==> config.mk <==
export PLATFORM = sky130hd
export DESIGN_NAME = eth_stream_sched
export DESIGN_NICKNAME = d
export VERILOG_FILES = /design/src/rtl/eth_sched_pkg.sv /design/src/rtl/eth_rr_arbiter.sv /design/src/rtl/eth_stream_sched.sv
export SDC_FILE = /design/constraint.sdc
export NUM_CORES = 1
export LEC_CHECK = 0
export ABC_CLOCK_PERIOD_IN_PS = 7100
export CAP_MARGIN = 20
export CORE_ASPECT_RATIO = 0.8
export CORE_MARGIN = 2
export CORE_UTILIZATION = 30
export CTS_CLUSTER_SIZE = 30
export DETAILED_ROUTE_END_ITERATION = 10
export PLACE_DENSITY = 0.71
export REMOVE_ABC_BUFFERS = 1
export SYNTH_ARGS = -nofsm -noshare
export SYNTH_HDL_FRONTEND = slang
export SYNTH_SLANG_ARGS = --single-unit
==> constraint.sdc <==
create_clock -name clock -period 7.1 [get_ports clock]
set_input_delay 2.13 -clock clock [delete_from_list [all_inputs] [get_ports clock]]
set_output_delay 2.13 -clock clock [all_outputs]
set_load 0.01 [all_outputs]
==> src/rtl/eth_sched_pkg.sv <==
// Shared definitions for the burst scheduler: state encodings, default widths
// and the index-width helper.
package eth_sched_pkg;

   localparam int DEF_NUM_STREAMS = 4;
   localparam int DEF_CNT_W       = 32;
   localparam int DEF_GAP_W       = 16;
   localparam int DEF_TO_W        = 24;

   typedef logic [2:0] sched_state_e;

   localparam sched_state_e ST_IDLE  = 3'd0;
   localparam sched_state_e ST_PICK  = 3'd1;
   localparam sched_state_e ST_LOAD  = 3'd2;
   localparam sched_state_e ST_RUN   = 3'd3;
   localparam sched_state_e ST_DRAIN = 3'd4;
   localparam sched_state_e ST_GAP   = 3'd5;

   // clog2 with a floor of 1 so a stream index is never zero bits wide
   function automatic int idx_width(input int n);
      int w;
      w = 0;
      for (int i = 0; i < 32; i++)
         if ((1 << w) < n) w = w + 1;
      return (w < 1) ? 1 : w;
   endfunction

endpackage

==> src/rtl/eth_rr_arbiter.sv <==
// Combinational round-robin picker: first set mask bit strictly after ptr,
// wrapping modulo N.
module eth_rr_arbiter #(
   parameter int N     = 4,
   parameter int IDX_W = 2
) (
   input  logic [N-1:0]     mask,
   input  logic [IDX_W-1:0] ptr,
   output logic [IDX_W-1:0] grant,
   output logic             grant_valid
);

   logic [IDX_W-1:0] idx;

   // Scan from the farthest candidate back to ptr+1 so the nearest one wins last.
   always_comb begin
      grant       = '0;
      grant_valid = 1'b0;
      idx         = '0;
      for (int k = N; k >= 1; k--) begin
         idx = IDX_W'((int'(ptr) + k) % N);
         if (mask[idx]) begin
            grant       = idx;
            grant_valid = 1'b1;
         end
      end
   end

endmodule

==> src/rtl/eth_stream_sched.sv <==
// Burst scheduler: picks a stream round-robin, loads its profile into the
// packet generator, runs one counted burst, then waits out the inter-burst gap.
module eth_stream_sched
   import eth_sched_pkg::*;
#(
   parameter int NUM_STREAMS = DEF_NUM_STREAMS,
   parameter int CNT_W       = DEF_CNT_W,
   parameter int GAP_W       = DEF_GAP_W,
   parameter int TO_W        = DEF_TO_W,
   parameter int IDX_W       = idx_width(NUM_STREAMS)
) (
   input  logic                        clock,
   input  logic                        reset,
   input  logic                        io_run,
   input  logic                        io_abort,
   input  logic [NUM_STREAMS-1:0]      io_stream_en,
   input  logic [NUM_STREAMS*CNT_W-1:0] io_burst_count,
   input  logic [NUM_STREAMS*16-1:0]   io_pkt_len,
   input  logic [NUM_STREAMS*2-1:0]    io_payload_mode,
   input  logic [GAP_W-1:0]            io_burst_gap,
   input  logic [TO_W-1:0]             io_timeout,
   input  logic                        gen_send_done,
   output logic                        gen_enable,
   output logic                        gen_send_mode,
   output logic [CNT_W-1:0]            gen_send_count,
   output logic [15:0]                 gen_pkt_len,
   output logic [1:0]                  gen_payload_mode,
   output logic [IDX_W-1:0]            io_cur_stream,
   output logic                        io_busy,
   output logic                        io_timeout_err,
   output logic [31:0]                 io_burst_total
);

   sched_state_e           state;
   logic [IDX_W-1:0]       ptr;
   logic [IDX_W-1:0]       pick_idx;
   logic [IDX_W-1:0]       grant;
   logic                   grant_valid;
   logic [NUM_STREAMS-1:0] elig;
   logic [GAP_W-1:0]       gap_cnt;
   logic [TO_W-1:0]        wd_cnt;
   logic                   run_q;
   logic                   wd_hit;

   // A zero-count stream would never see send_done, so it is not eligible.
   always_comb begin
      elig = '0;
      for (int i = 0; i < NUM_STREAMS; i++)
         elig[i] = io_stream_en[i] && (io_burst_count[i*CNT_W +: CNT_W] != '0);
   end

   eth_rr_arbiter #(
      .N     (NUM_STREAMS),
      .IDX_W (IDX_W)
   ) u_arb (
      .mask        (elig),
      .ptr         (ptr),
      .grant       (grant),
      .grant_valid (grant_valid)
   );

   // Fires on the last allowed RUN cycle, so gen_enable is high exactly io_timeout cycles.
   assign wd_hit = (io_timeout != '0) &&
                   (((TO_W+1)'(wd_cnt) + (TO_W+1)'(1)) == (TO_W+1)'(io_timeout));

   assign gen_enable    = (state == ST_RUN);
   assign gen_send_mode = (state == ST_RUN);
   assign io_busy       = (state != ST_IDLE);

   always_ff @(posedge clock) begin
      if (!reset) begin
         state            <= ST_IDLE;
         ptr              <= IDX_W'(NUM_STREAMS - 1);
         pick_idx         <= '0;
         io_cur_stream    <= '0;
         gen_send_count   <= '0;
         gen_pkt_len      <= '0;
         gen_payload_mode <= '0;
         gap_cnt          <= '0;
         wd_cnt           <= '0;
         run_q            <= 1'b0;
         io_timeout_err   <= 1'b0;
         io_burst_total   <= '0;
      end else begin
         run_q <= io_run;
         if (io_run && !run_q)
            io_timeout_err <= 1'b0;

         if (io_abort) begin
            state <= ST_IDLE;
         end else begin
            case (state)
               ST_IDLE: if (io_run) state <= ST_PICK;
               ST_PICK: begin
                  if (!io_run)
                     state <= ST_IDLE;
                  else if (grant_valid) begin
                     pick_idx <= grant;
                     state    <= ST_LOAD;
                  end
               end
               ST_LOAD: begin
                  gen_send_count   <= io_burst_count[pick_idx*CNT_W +: CNT_W];
                  gen_pkt_len      <= io_pkt_len[pick_idx*16 +: 16];
                  gen_payload_mode <= io_payload_mode[pick_idx*2 +: 2];
                  io_cur_stream    <= pick_idx;
                  ptr              <= pick_idx;
                  wd_cnt           <= '0;
                  state            <= ST_RUN;
               end
               ST_RUN: begin
                  if (gen_send_done) begin
                     io_burst_total <= io_burst_total + 32'd1;
                     state          <= ST_DRAIN;
                  end else if (wd_hit) begin
                     io_timeout_err <= 1'b1;
                     state          <= ST_DRAIN;
                  end else begin
                     wd_cnt <= wd_cnt + TO_W'(1);
                  end
               end
               ST_DRAIN: begin
                  // Generator must drop send_done before the next burst can be armed.
                  if (!gen_send_done) begin
                     if (io_burst_gap == '0)
                        state <= io_run ? ST_PICK : ST_IDLE;
                     else begin
                        gap_cnt <= io_burst_gap - GAP_W'(1);
                        state   <= ST_GAP;
                     end
                  end
               end
               ST_GAP: begin
                  if (gap_cnt == '0)
                     state <= io_run ? ST_PICK : ST_IDLE;
                  else
                     gap_cnt <= gap_cnt - GAP_W'(1);
               end
               default: state <= ST_IDLE;
            endcase
         end
      end
   end

endmodule

**Yosys cells after proc, flatten, opt, wreduce, memory -nomap -nowiden**

Index checks and enable logic that the tools add are counted.

- Output and inout bits: 88
- Logic and storage cells: 108
- Register bits after elaboration: 133

- Reductions and logical operators: 25
- Bitwise gates (word level): 2
- Add/sub/neg operators: 9
- Order comparisons: 4
- Shift operators: 3
- Multiplexer cells: 38
- Equal/unequal tests: 15

Operators with widths:

| cell | number |
|---|---|
| $reduce_bool A32 Y1 | 4 |
| $shiftx A128 B8 Y32 | 1 |
| $shiftx A64 B7 Y16 | 1 |
| $mux W16 | 3 |
| $mux W24 | 2 |
| $pmux W24 S2 | 1 |
| $add A32 B1 Y32 const B | 1 |
| $logic_not A16 Y1 | 2 |
| $pmux W16 S2 | 1 |
| $sub A16 B1 Y16 const B | 2 |
| $add A24 B1 Y25 const B | 1 |
| $eq A25 B24 Y1 | 1 |
| $add A24 B1 Y24 const B | 1 |
| $mux W3 | 8 |
| $reduce_bool A24 Y1 | 1 |
| $pmux W3 S6 | 1 |
| $mux W1 | 14 |
| $ne A2 B2 Y1 const B | 7 |
| $lt A2 B3 Y1 const B | 4 |
| $reduce_and A5 Y1 | 2 |
| $bmux W1 S2 | 4 |
| $mux W2 | 4 |
| $reduce_and A4 Y1 | 2 |
| $shiftx A8 B4 Y2 | 1 |
| 16 further kinds | 27 |

**Depth between registers and ports, before layout**

Gate-level depths: netlist (run 1).

- Word-level depth: 11
- Depth in mapped cells: 13
- Gate-level depth less buffers: 9

**Hierarchy**

A second synthesis (run 1) with hierarchy kept.

- Cells, all modules: 1038
- Area total of the unflattened synthesis: 8732.1 µm²

Modules (own cells, without submodules):

| module | times used | cells an instance | area an instance (µm²) |
|---|---|---|---|
| eth_stream_sched | 1 | 1024 | 8640.8 |
| eth_rr_arbiter | 1 | 14 | 91.3 |

**Worst setup path after synthesis (run 1)**

Ideal clock, no wire load.

- Path kind: in2reg
- Start point: in io_burst_gap[1]
- End point: reg gap_cnt[11]
- Path buffers: 0
- Path slack: 2.940 ns
- Stages: 7
- Arrival time: 4.045 ns
- Cells stage by stage: or4_1 -> or3_1 -> o21ai_0 -> a211o_1 -> nor2_1 -> a32o_1 -> o21a_1

- Cells in the longest elaborated chain, start to end: 4
- Elaborated cells between the ends (all ways): 7
- Those cells by class: add/sub: 1; eq/ne: 1; mux: 3; reduce/logical: 2

Ends and longest elaborated chain:

| element | RTL line | source |
|---|---|---|
| start: declaration | eth_stream_sched.sv:20 | `input logic [GAP_W-1:0] io_burst_gap,` |
| $sub A16 B1 Y16 | eth_stream_sched.sv:128 | `gap_cnt <= io_burst_gap - GAP_W'(1);` |
| $mux W16 | eth_stream_sched.sv:125 | `if (io_burst_gap == '0)` |
| $mux W16 | eth_stream_sched.sv:124 | `if (!gen_send_done) begin` |
| $pmux W16 S2 | eth_stream_sched.sv:92 | `case (state)` |
| end signal: assignment | eth_stream_sched.sv:128 |  |
| end signal: assignment | eth_stream_sched.sv:137 | `gap_cnt <= gap_cnt - GAP_W'(1);` |
| end: declaration | eth_stream_sched.sv:40 | `logic [GAP_W-1:0] gap_cnt;` |

Parallel ways exist; a longest one is shown, timed or not. The select of a mux whose other input is x is not followed.
A chain may end at the register's enable or synchronous reset.

**Worst setup path after layout (run 1)**

Ends and elaborated chain as after synthesis.

==> out/metrics.csv, run 1 <==
metric;value;unit
Max Freq;215;MHz
Worst Setup SP;io_burst_gap[1];
startpoint types;primary input;
detailed-routing wirelength on met1;13900;um
routed wl met3;2660;um
Synth Area in Compound Gates;0.176;
failing checks;DRC;
antenna violations before repair;5;
xor/xnor share of the synthesized area;0.0635;
Die Wd;194;um
Seq cells post-synth;133;
crit path DAT;4980;ps
Worst path depth;8;
share of layout cells above drive strength 1;0.0893;
post_cts resized;0;
# setup viols final;0;
die span in y;156;um
sequential cell area fraction in the yosys report;0.306;
worst stage delay on the critical path;620;ps
DRT iter0 DRCs;632;
Total Nets Final;1594;
# IOs;337;
Synth top area share;0.306;
endpoints failing hold;0;
Crit Path Class;in2reg;
Hold WC Path Type;reg2reg;
Top Layer Used;met4;
Core Area;28400;um^2
clk sinks;133;
Mean Syn Cell Area;8.31;um^2
final setup skew;11.1;ps
Leakage;4.18;nW
Sequential Area;2670;um^2
multi-input logic area;5740;um^2
vias in the first global route;9226;
Longest Clk Path Bufs;2;
CP bufs+invs;1;
worst path cell trace;clkdlybuf4s50_1 -> or4_1 -> or3_1 -> o21ai_0 -> a211o_1 -> nor2_1 -> a32o_1 -> o21a_1;
synth top area cells;dfxtp_1, mux4_2, nand2_1;
commonest non-fill, non-tap cell in the layout;clkdlybuf4s50_1;
CTS tree;yes;
placer congestion estimate;0.923;
postcts setup bufs;0;
Post-Synth Adder-Cell Area;0.00432;
WL per Instance;19.9;um
# port buffers;336;
Slew Limit Fails;0;
DR pass1 iterations;11;
Initial Util;0.306;
most frequent cells in the layout;clkdlybuf4s50_1, nand2_1, dfxtp_1;
gr usage total;0.220;
clock root buffer master;clkbuf_16;
row cnt;55;
maximum VDD drop;0.139;mV
slowest CP cell;or4_1;
largest family of logic cells by synthesized area;simple AND/OR/NAND/NOR gates;
H-tree Lvls;4;
YS warnings;0;
Max Cap Viol;0;
Post-synth EDFFs;0;
placed cell area;12300;um^2
Die ar.;30400;um^2
status;finished with violations;
fillcell total;2761;
RSZ-0062 raised after global routing;false;
TritonCTS Buffers;17;
post-synthesis cell count;1046;
Final ANT Viol Nets;0;
pwr dens;150;nW/um^2
Reg-to-Reg Start;wd_cnt[0]$_SDFFE_PN0P_;
met2 routed WL;16900;um
post-DR vias/cell;5.56;
Hold Crit Depth;2;
delay-heaviest family, CP;simple AND/OR/NAND/NOR gates;
largest net degree at the start of global routing;67;
post-DP HPWL;26400;um
post-route cell area;12900;um^2
Final Cycle Share;0.657;
critical-path maximum fanout;9;
max_slew headroom;0.335;
post-route DRC violation count;6;
worst r2r dst;wd_cnt[20]$_SDFFE_PN0P_;
async set-reset flop share out of synthesis;0;
routed wire length;34300;um
total power;1.94;mW
first-pass GRT wire length;52500;um
total number of vias;9616;
Critical Path Sink;gap_cnt[11]$_SDFFE_PN0P_;
area leader, netlist;dfxtp_1;
setup TNS;0;ps
worst path required time;7420;ps
GRT Residual Overflow;0;
Final Critical Period;4660;ps
mux share of post-synthesis cell area;0.143;
Worst setup EP type;register;
Area Growth Syn to Fin;49.0;%
mapped cell area;8690;um^2
hold slack;454;ps
clock transition at the registers of the reported paths;70;ps
Synth cell types;75;
ys flop type;dfxtp_1;
R2R depth;10;
CTS Hold Bufs;0;
simple-gate area share of the yosys netlist;0.272;
r2r setup slk;2980;ps
Worst Tran Pin Value;997;ps
worst skew pair latency;420;ps
## synthesized netlist by cell type, drive strengths merged (3+ instances only)
cell	number
or3	13
mux4	50
buf	24
nand2	169
nor3	25
and4	4
a211oi	8
nand4	32
a2bb2oi	13
inv	7
nand3	35
o21ai	41
nand2b	11
and3	7
o211ai	3
o2111ai	4
a31oi	11
o21a	12
o32ai	3
xnor2	28
or2	5
nand3b	4
o21bai	5
xor2	35
nor2b	4
or4	7
a21oi	88
mux2i	9
o22ai	4
o31ai	6
clkbuf	45
nor4b	3
and3b	3
nor3b	4
nor2	84
a311oi	5
nor4	55
ha	3
dfxtp	133
o311ai	3
a21boi	10
and2	9
## where the power goes
part	total, mW	internal [mW]	switching [mW]
Sequential	0.755	0.749	0.00636
Combinational	0.277	0.174	0.103
Clock	0.911	0.530	0.381
Total	1.94	1.45	0.490
## worst min-delay path by stage
stage | from | endpoint | slack (ps)
5_1_grt | gen_send_count[25]$_SDFFE_PN0P_ | gen_send_count[25]$_SDFFE_PN0P_ | 470
3_5_place_dp | gen_send_count[3]$_SDFFE_PN0P_ | gen_send_count[3]$_SDFFE_PN0P_ | 450
3_3_place_gp | gen_pkt_len[14]$_SDFFE_PN0P_ | gen_pkt_len[14]$_SDFFE_PN0P_ | 440
2_1_floorplan | gap_cnt[15]$_SDFFE_PN0P_ | gap_cnt[15]$_SDFFE_PN0P_ | 440
4_1_cts | gen_send_count[2]$_SDFFE_PN0P_ | gen_send_count[2]$_SDFFE_PN0P_ | 460
6_report | gen_send_count[2]$_SDFFE_PN0P_ | gen_send_count[2]$_SDFFE_PN0P_ | 450
## per-layer routing
layer | global-route usage | vias up
li1 | - | 4514
met1 | 0.267 | 4634
met2 | 0.379 | 421
met3 | 0.0560 | 47
met4 | 0.0821 | 0
met5 | 0 | -
## registers in the layout (all words and copies together), names as in the netlist, 3 cells and up
name	count
gen_send_count	32
gap_cnt	16
state	3
wd_cnt	24
io_burst_total	32
gen_pkt_len	16
## area by class of cell
cell class,count,area share
Sequential cell,133,0.206
Inverter,8,0.00242
Multi-Input combinational cell,836,0.443
Timing Repair Buffer,346,0.266
Tap cell,370,0.0358
Clock buffer,18,0.0331
Antenna cell,5,0.000966
Clock inverter,14,0.0129
## per-stage QoR
stage	util	setup WS, ps	instances
2_1_floorplan	-	1930	977
3_3_place_gp	0.434	2100	1693
3_5_place_dp	0.434	2040	1693
4_1_cts	0.455	2490	1725
5_1_grt	0.456	2210	1730
6_report	0.456	2440	1730
## worst register-to-register path, cell delays in order, from the launching register on
cell	delay (ps)
dfxtp_1	500
ha_1	360
nand3_1	390
or4_1	810
nor4_1	340
a2bb2oi_1	220
nand4_1	300
a211oi_2	540
buf_4	310
o21bai_1	100
a21boi_0	120
## cells by family after synthesis
kind of cell / count (synthesis)
AND/OR/NAND/NOR: 476
AO/OA/AOI/OAI: 233
flip-flops: 133
buffers and inverters: 77
XOR/XNOR: 63
multiplexers: 61
adder cells (fa/ha/maj): 3
No activity file was read; power rests on OpenSTA's default activity.
==> run 2: changes to the inputs <==
- ABC_CLOCK_PERIOD_IN_PS: 7100 -> 4050
- PLACE_DENSITY: 0.71 -> 0.73
- clock period: 7.1 -> 4.05 ns (I/O delays scaled with it)
==> run 2 against run 1 <==
The run still ends with DRC left; wire length shrank 0.20%; largest power group unchanged; clock skew is 0.76 ps higher; combinational power up 76%; highest routed layer unchanged; largest cell class unchanged; die area is the same; utilization grew 0.72 points; non-clock buffer count is 20 higher; critical path type is now reg2out; global-route usage up 0.12 points; critical path depth shrank 4; first-iteration DRC count up 23%; cell count grew 1.2%.
==> out/metrics.csv, run 2 (synthesis results as in run 1) <==
metric;value;unit;change
status;finished with violations;;unchanged
failing checks;DRC;;unchanged
multi-input logic area;5740;um^2;unchanged
clk sinks;133;;unchanged
Longest Clk Path Bufs;2;;unchanged
detailed-routing wirelength on met1;13400;um;was 13900 um
Core Area;28400;um^2;unchanged
maximum VDD drop;0.196;mV;was 0.139 mV
Final ANT Viol Nets;0;;unchanged
Hold EP;gen_send_count[23]$_SDFFE_PN0P_;;was gen_send_count[2]$_SDFFE_PN0P_
Hold Startpoint;gen_send_count[23]$_SDFFE_PN0P_;;was gen_send_count[2]$_SDFFE_PN0P_
clock transition at the registers of the reported paths;60;ps;was 70 ps
RSZ-0062 raised after global routing;false;;unchanged
TritonCTS Buffers;17;;unchanged
CP bufs+invs;2;;was 1
endpoints failing hold;0;;unchanged
vias in the first global route;9427;;was 9226
post-DR vias/cell;5.53;;was 5.56
post-DP HPWL;26500;um;was 26400 um
commonest non-fill, non-tap cell in the layout;clkdlybuf4s50_1;;unchanged
clock root buffer master;clkbuf_16;;unchanged
slowest CP cell;dfxtp_1;;was or4_1
met2 routed WL;16900;um;about the same
delay-heaviest family, CP;buffers and inverters;;was simple AND/OR/NAND/NOR gates
Leakage;4.32;nW;was 4.18 nW
Final Critical Period;3560;ps;
Slew Limit Fails;0;;unchanged
final worst setup slack;490;ps;was 2440 ps
Hold Crit Depth;2;;unchanged
worst path required time;2830;ps;was 7420 ps
DR pass1 iterations;9;;was 11
worst r2r dst;wd_cnt[19]$_SDFFE_PN0P_;;was wd_cnt[20]$_SDFFE_PN0P_
critical-path maximum fanout;13;;was 9
post_cts resized;0;;unchanged
R2R depth;10;;unchanged
r2r setup slk;530;ps;was 2980 ps
first-pass GRT wire length;52600;um;was 52500 um
placer congestion estimate;0.949;;was 0.923
fillcell total;2717;;was 2761
Logic pwr share;0.138;;was 0.142
CTS Hold Bufs;0;;unchanged
postcts setup bufs;0;;unchanged
Net Sw Frac;0.242;;was 0.252
share of layout cells above drive strength 1;0.103;;was 0.0893
# port buffers;336;;unchanged
Worst Tran Pin Value;1130;ps;was 997 ps
DRT iter0 DRCs;776;;was 632
Die Wd;194;um;unchanged
Worst setup EP type;output pin;;was register
Max Freq;281;MHz;
WL per Instance;19.6;um;was 19.9 um
hold slack;451;ps;was 454 ps
worst path cell trace;nor2b_1 -> nand2_1 -> clkinv_1 -> clkdlybuf4s50_1;;was clkdlybuf4s50_1 -> or4_1 -> or3_1 -> o21ai_0 -> a211o_1 -> nor2_1 -> a32o_1 -> o21a_1
Final Cycle Share;0.879;;
most frequent cells in the layout;clkdlybuf4s50_1, nand2_1, dfxtp_1;;unchanged
routed wl met3;3000;um;was 2660 um
# setup viols final;0;;unchanged
max_slew headroom;0.246;;was 0.335
largest net degree at the start of global routing;81;;was 67
worst skew pair latency;420;ps;about the same
crit path DAT;2350;ps;was 4980 ps
Sw Pwr;0.855;mW;was 0.490 mW
startpoint types;register;;was primary input
final setup skew;11.9;ps;was 11.1 ps
GRT Residual Overflow;0;;unchanged
Sequential Area;2670;um^2;unchanged
worst stage delay on the critical path;610;ps;was 620 ps
# IOs;337;;unchanged
pwr dens;269;nW/um^2;was 150 nW/um^2
gr usage total;0.221;;was 0.220
Clock power frac;0.486;;was 0.469
CTS tree;yes;;unchanged
pre-CTS setup slack;145;ps;was 2040 ps
total number of vias;9685;;was 9616
routed wire length;34300;um;about the same
Pint;2.68;mW;was 1.45 mW
Total Nets Final;1614;;was 1594
Max Cap Viol;0;;unchanged
Crit Path Class;reg2out;;was in2reg
Top Layer Used;met4;;unchanged
Hold WC Path Type;reg2reg;;unchanged
Reg-to-Reg Start;wd_cnt[1]$_SDFFE_PN0P_;;was wd_cnt[0]$_SDFFE_PN0P_
row cnt;55;;unchanged
H-tree Lvls;4;;unchanged
sequential share of power;0.376;;was 0.389
biggest regs;gen_send_count (32), io_burst_total (32), wd_cnt (24);;unchanged
setup TNS;0;ps;unchanged
die span in y;156;um;unchanged
Area Growth Syn to Fin;51.3;%;was 49.0%
Die ar.;30400;um^2;unchanged
antenna violations before repair;5;;unchanged
Initial Util;0.306;;unchanged
post-route DRC violation count;7;;was 6
[run 2: cell count changes in the layout (fill, tap and decap cells not counted)]
cell / change
buf_12: +1
buf_4: +19
bufinv_16: +2
clkbuf_1: -1
clkbuf_8: +1
clkinv_2: +2
clkinv_4: +3
clkinvlp_4: -3
inv_6: -1
inv_8: -3
[run 2: per-layer routing]
layer,track usage,vias to the layer above
met2,0.385,420
met1,0.263,4663
met3,0.0575,50
met5,0,-
li1,-,4552
met4,0.0861,0
[run 2: worst max-delay path by stage]
stage                                startpoint                       to  slack (ps)  cells after the start
after floorplan                        io_abort  wd_cnt[20]$_SDFFE_PN0P_        -200                      5
after global placement           io_timeout[22]  wd_cnt[19]$_SDFFE_PN0P_         250                     10
after detailed placement         io_timeout[22]  wd_cnt[19]$_SDFFE_PN0P_         150                     10
after CTS                 state[0]$_SDFFE_PP0P_               gen_enable         500                      4
after global routing      state[0]$_SDFFE_PP0P_               gen_enable         380                      4
final                     state[0]$_SDFFE_PP0P_            gen_send_mode         490                      4
[run 2: stage by stage]
| stage | total power, mW | instances | utilization | area (um^2) |
|---|---|---|---|---|
| finish | 3.53 | 1750 | 0.463 | 13200 |
| global route | 3.66 | 1750 | 0.463 | 13200 |
| CTS | 3.57 | 1745 | 0.462 | 13100 |
| detailed placement | 1.84 | 1713 | 0.440 | 12500 |
| global placement | 1.84 | 1713 | 0.440 | 12500 |
| floorplan | 1.50 | 977 | - | 8420 |
[run 2: cell type report]
| cell class | instances | area share |
|---|---|---|
| clock inverter | 14 | 0.0151 |
| tap | 370 | 0.0352 |
| multi-input combinational | 836 | 0.436 |
| timing repair buffer | 366 | 0.274 |
| antenna | 5 | 0.000951 |
| inverter | 8 | 0.00238 |
| clock buffer | 18 | 0.0334 |
| sequential | 133 | 0.203 |
[run 2: power by group through the flow]
stage | Combinational (mW) | Sequential [mW] | Clock, mW
after floorplan | 0.144 | 1.36 | 0
after global placement | 0.478 | 1.36 | 0
after detailed placement | 0.483 | 1.36 | 0
after CTS | 0.485 | 1.33 | 1.75
after global routing | 0.515 | 1.33 | 1.81
final | 0.488 | 1.33 | 1.72
[run 2: worst register-to-register path, cell delays in order, from the launching register on]
cell	delay, ps
dfxtp_1	430
ha_1	310
nand3_1	210
or4_1	710
o32ai_2	160
a21boi_1	140
a311oi_4	500
a211oi_2	160
buf_4	230
or4_1	510
o21ai_0	80
==> run 3: changes to the inputs <==
- CTS_CLUSTER_DIAMETER: default -> 60
==> results of run 3 <==
Same layout as run 2: the final DEF is identical, and so are final timing and power.
